<file path="src/rtl/inst_sram_bridge.sv">
// Instruction-side SRAM-like slave: accepts word fetches, reads a 1-cycle synchronous RAM,
// and returns words in order after a fixed LATENCY; cancel flushes everything in flight.
module inst_sram_bridge #(
    parameter int unsigned LATENCY = 2,
    parameter int unsigned MAX_OUT = 2
) (
    input  logic        clk,
    input  logic        reset,
    input  logic        inst_req,
    input  logic [31:0] inst_addr,
    output logic        inst_addr_ok,
    output logic [31:0] inst_rdata,
    output logic        inst_data_ok,
    input  logic        cancel,
    output logic        ram_en,
    output logic [31:0] ram_addr,
    input  logic [31:0] ram_rdata,
    output logic        busy
);

    localparam int unsigned CW = $clog2(MAX_OUT + 1);

    logic [LATENCY:1] v_q;
    logic [31:0]      d_q [2:LATENCY];
    logic [CW-1:0]    out_q;

    logic accept;
    logic deliver;
    logic slot_free;
    logic unused_addr_bits;

    // Byte offset is dropped on the RAM side; fetch owns alignment faults.
    assign unused_addr_bits = ^inst_addr[1:0];

    // Handshake, RAM drive and response outputs.
    always_comb begin
        slot_free    = 1'b0;
        inst_addr_ok = 1'b0;
        accept       = 1'b0;
        deliver      = 1'b0;
        ram_en       = 1'b0;
        ram_addr     = {inst_addr[31:2], 2'b00};
        inst_data_ok = 1'b0;
        inst_rdata   = d_q[LATENCY];
        busy         = 1'b0;

        // A word leaving this cycle frees its slot for a same-cycle accept.
        slot_free    = (out_q < CW'(MAX_OUT)) || v_q[LATENCY];
        inst_addr_ok = !reset && !cancel && slot_free;
        accept       = inst_req && inst_addr_ok;
        deliver      = v_q[LATENCY] && !cancel && !reset;
        ram_en       = accept;
        inst_data_ok = deliver;
        busy         = (out_q != '0);
    end

    // Valid pipeline and outstanding counter.
    always_ff @(posedge clk) begin
        if (reset || cancel) begin
            v_q   <= '0;
            out_q <= '0;
        end else begin
            v_q <= {v_q[LATENCY-1:1], accept};
            if (accept && !deliver) begin
                out_q <= out_q + CW'(1);
            end else if (!accept && deliver) begin
                out_q <= out_q - CW'(1);
            end
        end
    end

    // Data pipeline: each stage loads only when its valid moves in, so rdata holds otherwise.
    always_ff @(posedge clk) begin
        if (reset) begin
            for (int k = 2; k <= LATENCY; k++) begin
                d_q[k] <= '0;
            end
        end else begin
            if (v_q[1]) begin
                d_q[2] <= ram_rdata;
            end
            for (int k = 3; k <= LATENCY; k++) begin
                if (v_q[k-1]) begin
                    d_q[k] <= d_q[k-1];
                end
            end
        end
    end

endmodule

</file>
<file path="config.mk">
export PLATFORM = sky130hd
export DESIGN_NAME = inst_sram_bridge
export DESIGN_NICKNAME = d
export VERILOG_FILES = /design/src/rtl/inst_sram_bridge.sv
export SDC_FILE = /design/constraint.sdc
export NUM_CORES = 1
export LEC_CHECK = 0
export CAP_MARGIN = 10
export CORE_ASPECT_RATIO = 0.6
export CORE_MARGIN = 2
export CORE_UTILIZATION = 34
export DETAILED_ROUTE_END_ITERATION = 8
export PLACE_DENSITY = 0.85
export REMOVE_ABC_BUFFERS = 1
export SLEW_MARGIN = 20
export SYNTH_ARGS = -nofsm -noshare
export SYNTH_HDL_FRONTEND = slang
export SYNTH_SLANG_ARGS = --single-unit
</file>
<file path="constraint.sdc">
create_clock -name clk -period 4.9 [get_ports clk]
set_input_delay 1.47 -clock clk [delete_from_list [all_inputs] [get_ports clk]]
set_output_delay 1.47 -clock clk [all_outputs]
set_load 0.01 [all_outputs]
</file>
# Word level (Yosys, flattened, before mapping)
# Memory sizes are Yosys's and may differ from the RTL's.
# Cells that the tools add are included.
# word_totals
mem_bits_rw	32
n_memories	1
romBits	0
word_cells	30
register_bits	4
latchBits	0
# op_classes
n_mul	0
reduce_logical	15
muxes	8
div	0
n_addsub	2
shift	0
magnitude_cmp	1
bitwise	1
eq_ne	0
# memory_table
memory	depth	word_bits	rd	rd_ports_with_merged_regs	write_ports	line_no	rtl
d_q	1	32	1	0	1	24	logic [31:0] d_q [2:LATENCY];
# op_table
cell	count
$mux W32	1
$logic_and A1 B1 Y1	7
$mux W1	5
$logic_not A1 Y1	4
$mux W2	2
$reduce_bool A2 Y1	2
$add A2 B1 Y2 const B	1
$logic_or A1 B1 Y1	2
$lt A2 B2 Y1 const B	1
$sub A2 B1 Y2 const B	1
$or A1 B1 Y1	1

# Logic depth before layout (Yosys ltp)
# Gate-level depths: netlist (run 1).
# logic_depth
ltp_word	8
mapped_depth	7

# Least setup slack after synthesis (run 1)
# Ideal clock, no wire load.
# synth_path
path_type	input to output
startpoint	in cancel
endpoint	out ram_en
required_ps	3430
arrival_ps	2165
stages	3
path_slack_ps	1265
n_path_buf	0
cell_sequence	nor2_1 a21boi_1 and2_1
# synth_via
elab_chain_cells	4
# synth_lines
element	line_no	rtl
start, declared	14	input logic cancel,
$logic_not A1 Y1	49	inst_addr_ok = !reset && !cancel && slot_free;
$logic_and A1 B1 Y1 (2 in a row)	49	
via inst_addr_ok	11	output logic inst_addr_ok,
$logic_and A1 B1 Y1	50	accept = inst_req && inst_addr_ok;
end, declared	15	output logic ram_en,
# The timed path passes the listed nets, and every way through them passes these cells.

# Worst setup path after layout (run 1)
# layout_path
startpoint	in reset
endpoint	out ram_en
# layout_via
elab_chain_cells	4
# layout_lines
element	line_no	rtl
start, declared	8	input logic reset,
$logic_not A1 Y1	49	
$logic_and A1 B1 Y1 (2 in a row)	49	
$logic_and A1 B1 Y1	50	
# Every way passes these cells.

==> results.toml, run 1 <==
[run_status]
outcome = "finished, final reports clean"

[timing]
hold_viol_final = 0
setup_viol = 0
tns_ps = 0
whs_ps = 498
finalCriticalPeriod_ps = 4580
rsz0062_at_grt = "no"
slew_headroom_pct = 50.8
max_clock_freq_ghz = 0.218
clock_skew_ps = 8.71
worst_pin_slew_ps = 738
drv_slew = 0
period_share_pct = 93.6

[synthesis]
synth_cell_types = 17
yosys_warnings = 0
synth_seq_cells = 36
yosysSeqAreaShare_pct = 64.6
syn_avg_cell_area_sq_um = 13.2
synth_area_sq_um = 1610
synth_cells = 122

[critical_path]
reg2reg_depth = 6
crit_fanout = 4
r2r_setup_slack_ps = 3330
endpoint_kind = "output pin"
rr_startpoint = "v_q[2]$_SDFF_PP0_"
crit_start = "reset"
setup.worst_path.start_class = "input port"
critPathArrivalTime_ps = 3110
required_ps = 3430
endpoint = "ram_en"
reg2reg_to = "out_q[1]$_SDFFE_PP0P_"
crit_type = "input port to output pin"

[finish]
drive_above_1_share_pct = 4.79
fin_nets = 235
areaGrowthSynthToFinish_pct = 39.2
final_core_util_pct = 49.2
insertedDiodeCount = 0
fill_cells = 415

[grt]
antenna_found_initial = 0
grt_max_degree = 33
grt_pass1_vias = 1028
grt_usage_pct = 16.6
grt_pass1_wl_microns = 6110
grt_remaining_overflow = 0

[route]
via_count = 1001
wirelength_microns = 4140
drc_errors = 0
vias_per_cell = 4.35
firstDrtPassIters = 4
drt_first_iter_violations = 39
ant_nets = 0
post_drt_wl_per_cell_microns = 18.0

[floorplan]
die-area_sq_um = 5320
start_util_pct = 35.3
core_sq_um = 4560
die_h_microns = 57.3
die_w_microns = 92.9
num_io_pins = 136
num_rows = 19

[placed_design]
hpwl_microns = 3300
gp_congestion = 0.789
io_buffer_count = 71

[power_and_ir_drop]
ir_drop_uv = 115
power.leakage_nw = 0.844
powerDensity_nw_per_um2 = 290
power_mw = 0.650

[clock_network]
post_cts_buffers = 0
ctsResizeCount = 0
htreeDepth = 2
cts_root_buffer = "clkbuf_8"
cts_tree = "done"
cts_made_buffers = 5
path_clk_slew_ps = 60
cts_buffer_depth = 2
clkLatencyLatePin_ps = 280
cts_sinks = 36
cts_hold_buf = 0

[hold_path]
hold_start = "v_q[1]$_SDFF_PP0_"
holdCritPathClass = "register to register"

[flow_run]
cap_violations = 0
==> worst min path at each step <==
stage,endpoint,depth (start not counted)
finish,v_q[2]$_SDFF_PP0_,1
detailed placement,v_q[2]$_SDFF_PP0_,1
CTS,v_q[2]$_SDFF_PP0_,1
global placement,v_q[2]$_SDFF_PP0_,1
floorplan,v_q[2]$_SDFF_PP0_,1
global route,v_q[2]$_SDFF_PP0_,1
==> power by group <==
group	internal (mW)	leakage, nW	switching, mW
logic	0.0560	0.435	0.0298
clock network	0.113	0.0459	0.0952
registers	0.351	0.363	0.00494
==> flip-flops by register name, indices dropped and copies added (netlist names) <==
name / count
d_q: 32
out_q: 2
v_q: 2
==> synth_stat cells <==
cell / number / area, sq um
and2_1: 35 / 219
buf_4: 32 / 240
edfxtp_1: 32 / 961
dfxtp_1: 4 / 80.1
clkbuf_1: 3 / 11.3
a21boi_1: 2 / 15.0
inv_1: 2 / 7.51
or2_2: 2 / 12.5
xor2_1: 2 / 17.5
and2b_1: 1 / 7.51
conb_1: 1 / 3.75
ha_1: 1 / 12.5
nand2_1: 1 / 3.75
nor2_1: 1 / 3.75
nor3_1: 1 / 5.00
o21ai_0: 1 / 5.00
or3_1: 1 / 6.26
==> cell usage in the layout (no fill, tap or decap), drive strengths merged <==
cell type | Yosys | final
and2 | 35 | 35
nand2 | 1 | 1
nor3 | 1 | 1
clkdlybuf4s50 | 0 | 71
clkinv | 0 | 1
or3 | 1 | 1
and2b | 1 | 1
edfxtp | 32 | 32
conb | 1 | 2
dfxtp | 4 | 4
or2 | 2 | 2
o21ai | 1 | 1
inv | 2 | 2
a21boi | 2 | 2
xor2 | 2 | 2
nor2 | 1 | 1
ha | 1 | 1
clkbuf | 3 | 7
==> layout make-up <==
class | instances | area (sq um) | area share (%)
well taps | 63 | 78.8 | 3.51
multi-input cells | 50 | 315 | 14.1
clock inverters | 1 | 3.75 | 0.167
inverters | 2 | 7.51 | 0.335
clock buffers | 7 | 86.3 | 3.85
repair buffers | 71 | 711 | 31.7
flip-flops and latches | 36 | 1040 | 46.4
==> logic make-up (layout without fill, tap and decap cells) <==
| family | Yosys count | count (layout) | share of synthesized area, % |
|---|---|---|---|
| AO/OA/AOI/OAI | 3 | 3 | 1.24 |
| XOR/XNOR | 2 | 2 | 1.09 |
| adder cells (fa/ha/maj) | 1 | 1 | 0.776 |
| buffers and inverters | 37 | 81 | 16.1 |
| flip-flops | 36 | 36 | 64.6 |
| other | 1 | 2 | 0.233 |
| AND/OR/NAND/NOR | 42 | 42 | 16.0 |
==> critical path: stages <==
cell and delay, ps:
clkdlybuf4s50_1 440, nor2_1 210, a21boi_1 260, and2_1 200, clkdlybuf4s50_1 540
==> through the flow <==
| stage | area (sq um) | instances | setup WS, ps |
|---|---|---|---|
| after detailed placement | 2150 | 222 | 347 |
| after floorplan | 1360 | 88 | 1260 |
| final | 2240 | 230 | 316 |
| after CTS | 2240 | 230 | 344 |
| after global placement | 2150 | 222 | 403 |
| after global routing | 2240 | 230 | 189 |
==> metal layers <==
metal	part of all wire [%]	up-vias	track usage [%]	wire length, microns
met5	0.94	-	7.41	39
met3	22	4	18.4	904
li1	-	455	-	-
met2	38	93	18.8	1580
met1	38	447	19.3	1580
met4	0.73	2	4.62	30
Power figures use the tool's default switching activity.
==> inputs of run 2 (changes only) <==
CELL_PAD_IN_SITES_DETAIL_PLACEMENT = 0   (was unset)
CELL_PAD_IN_SITES_GLOBAL_PLACEMENT = 1   (was unset)
CORE_UTILIZATION = 24   (was 34)
PLACE_DENSITY = unset   (was 0.85)
PLACE_DENSITY_LB_ADDON = 0.1   (was unset)
==> run 2 against run 1 <==
Compared with the run above:
- clock-buffer cell count is the same
- sequential share of layout area shrank 0.44 points
- sequential power is essentially flat
- highest routed layer is now met4
- critical path type unchanged
- hold slack lost 33 ps
- final cell count grew 10%
- fmax grew 0.53%
- power is 1.2% lower
- combinational power up 0.6%
==> results.toml, run 2 (synthesized netlist as in run 1, its figures left out) <==
[finish]
largestRegisters = "d_q: 32 flops, out_q: 2 flops, v_q: 2 flops"
regMostFlops = "d_q"
stdcell_count = 254
design_area_sq_um = 2260
largest_reg_flops = 32
drive_above_1_share_pct = 4.79
areaGrowthSynthToFinish_pct = 40.5
final_core_util_pct = 34.4
insertedDiodeCount = 0
layout_commonest_cell = "clkdlybuf4s50_1"
final_cell_mix = "clkdlybuf4s50_1 (71), and2_1 (35), edfxtp_1 (32)"
fin_nets = 235

[critical_path]
setup.worst_path.start_class = "input port"
crit_type = "input port to output pin"
crit_fanout = 4
required_ps = 3430
critPathArrivalTime_ps = 3090
endpoint_kind = "output pin"

[placed_design]
pre_cts_slack_ps = 321
hpwl_microns = 3140
io_buffer_count = 71
dpl_cell_area_sq_um = 2180
dp.cells = 246
gp_congestion = 0.704

[floorplan]
num_io_pins = 136
die_w_microns = 110
die-area_sq_um = 7410
start_util_pct = 24.5
die_h_microns = 67.5
num_rows = 23
core_sq_um = 6590

[hold_path]
holdCritPathClass = "register to register"

[clock_network]
cts_sinks = 36
path_clk_slew_ps = 70
clkLatencyLatePin_ps = 280
cts_tree = "done"
cts_root_buffer = "clkbuf_8"
post_cts_buffers = 0
cts_hold_buf = 0
htreeDepth = 2
cts_made_buffers = 5
ctsResizeCount = 0
cts_buffer_depth = 2

[timing]
clock_skew_ps = 5.87
setup_viol = 0
setup_ws_ps = 339
rsz0062_at_grt = "no"
tns_ps = 0
whs_ps = 465
period_share_pct = 93.1
hold_viol_final = 0
worst_pin_slew_ps = 811
drv_slew = 0
slew_headroom_pct = 45.9
finalCriticalPeriod_ps = 4560
max_clock_freq_ghz = 0.219

[grt]
grt_pass1_wl_microns = 6060
grt_pass1_vias = 1015
antenna_found_initial = 0
grt_usage_pct = 11.7
grt_max_degree = 33
grt_remaining_overflow = 0

[route]
drt_first_iter_violations = 12
wl_met1_microns = 1790
via_count = 994
firstDrtPassIters = 2
routed.top_layer = "met4"
ant_nets = 0
vias_per_cell = 3.91
drc_errors = 0
wl_met3_microns = 1020
routed-wl-met2_microns = 1450
post_drt_wl_per_cell_microns = 16.8
wirelength_microns = 4260

[power_and_ir_drop]
power.leakage_nw = 0.840
ir_drop_uv = 91.7
power_mw = 0.642
powerDensity_nw_per_um2 = 283

[flow_run]
cap_violations = 0

[run_status]
outcome = "finished, final reports clean"
## run 2: cell counts in the layout (fill, tap and decap cells not counted)
Identical to the previous run, type by type.
## run 2: final cells by class
class / count / area, sq um
clock buffer: 7 / 76.3
clock inverter: 1 / 5.00
fill: 644 / 4330
inverter: 2 / 7.51
multi-input combinational: 50 / 315
sequential: 36 / 1040
tap: 87 / 109
timing repair buffer: 71 / 711
## run 2: power by group
group          switching [mW]  leakage (nW)  total (mW)  internal [mW]
Combinational          0.0302         0.435      0.0862         0.0560
Clock                  0.0997        0.0422       0.200         0.0998
Sequential            0.00483         0.363       0.356          0.351
Total                   0.135         0.840       0.642          0.507
## run 2: worst max-delay path, cell delays in order
cell and delay, ps:
clkdlybuf4s50_1 460, nor2_1 200, a21boi_1 250, and2_1 170
clkdlybuf4s50_1 540
## run 2: layer usage
| metal | global-route usage, % | vias up |
|---|---|---|
| li1 | - | 452 |
| met1 | 14.5 | 448 |
| met3 | 13.8 | 2 |
| met2 | 12.3 | 92 |
| met4 | 2.37 | 0 |
| met5 | 0 | - |
## run 2: path summary, 6_finish.rpt
path	from	end	slack, ps	cells past startpoint
max	reset	ram_en	340	5
min	v_q[1]$_SDFF_PP0_	v_q[2]$_SDFF_PP0_	470	1
max reg2reg	v_q[2]$_SDFF_PP0_	out_q[1]$_SDFFE_PP0P_	3350	6
min reg2reg	v_q[1]$_SDFF_PP0_	v_q[2]$_SDFF_PP0_	470	1
==> inputs of run 3 (changes only) <==
CTS_CLUSTER_SIZE = 24   (was unset)
==> results of run 3 <==
Same layout as run 2: the final DEF is identical, and so are final timing and power.
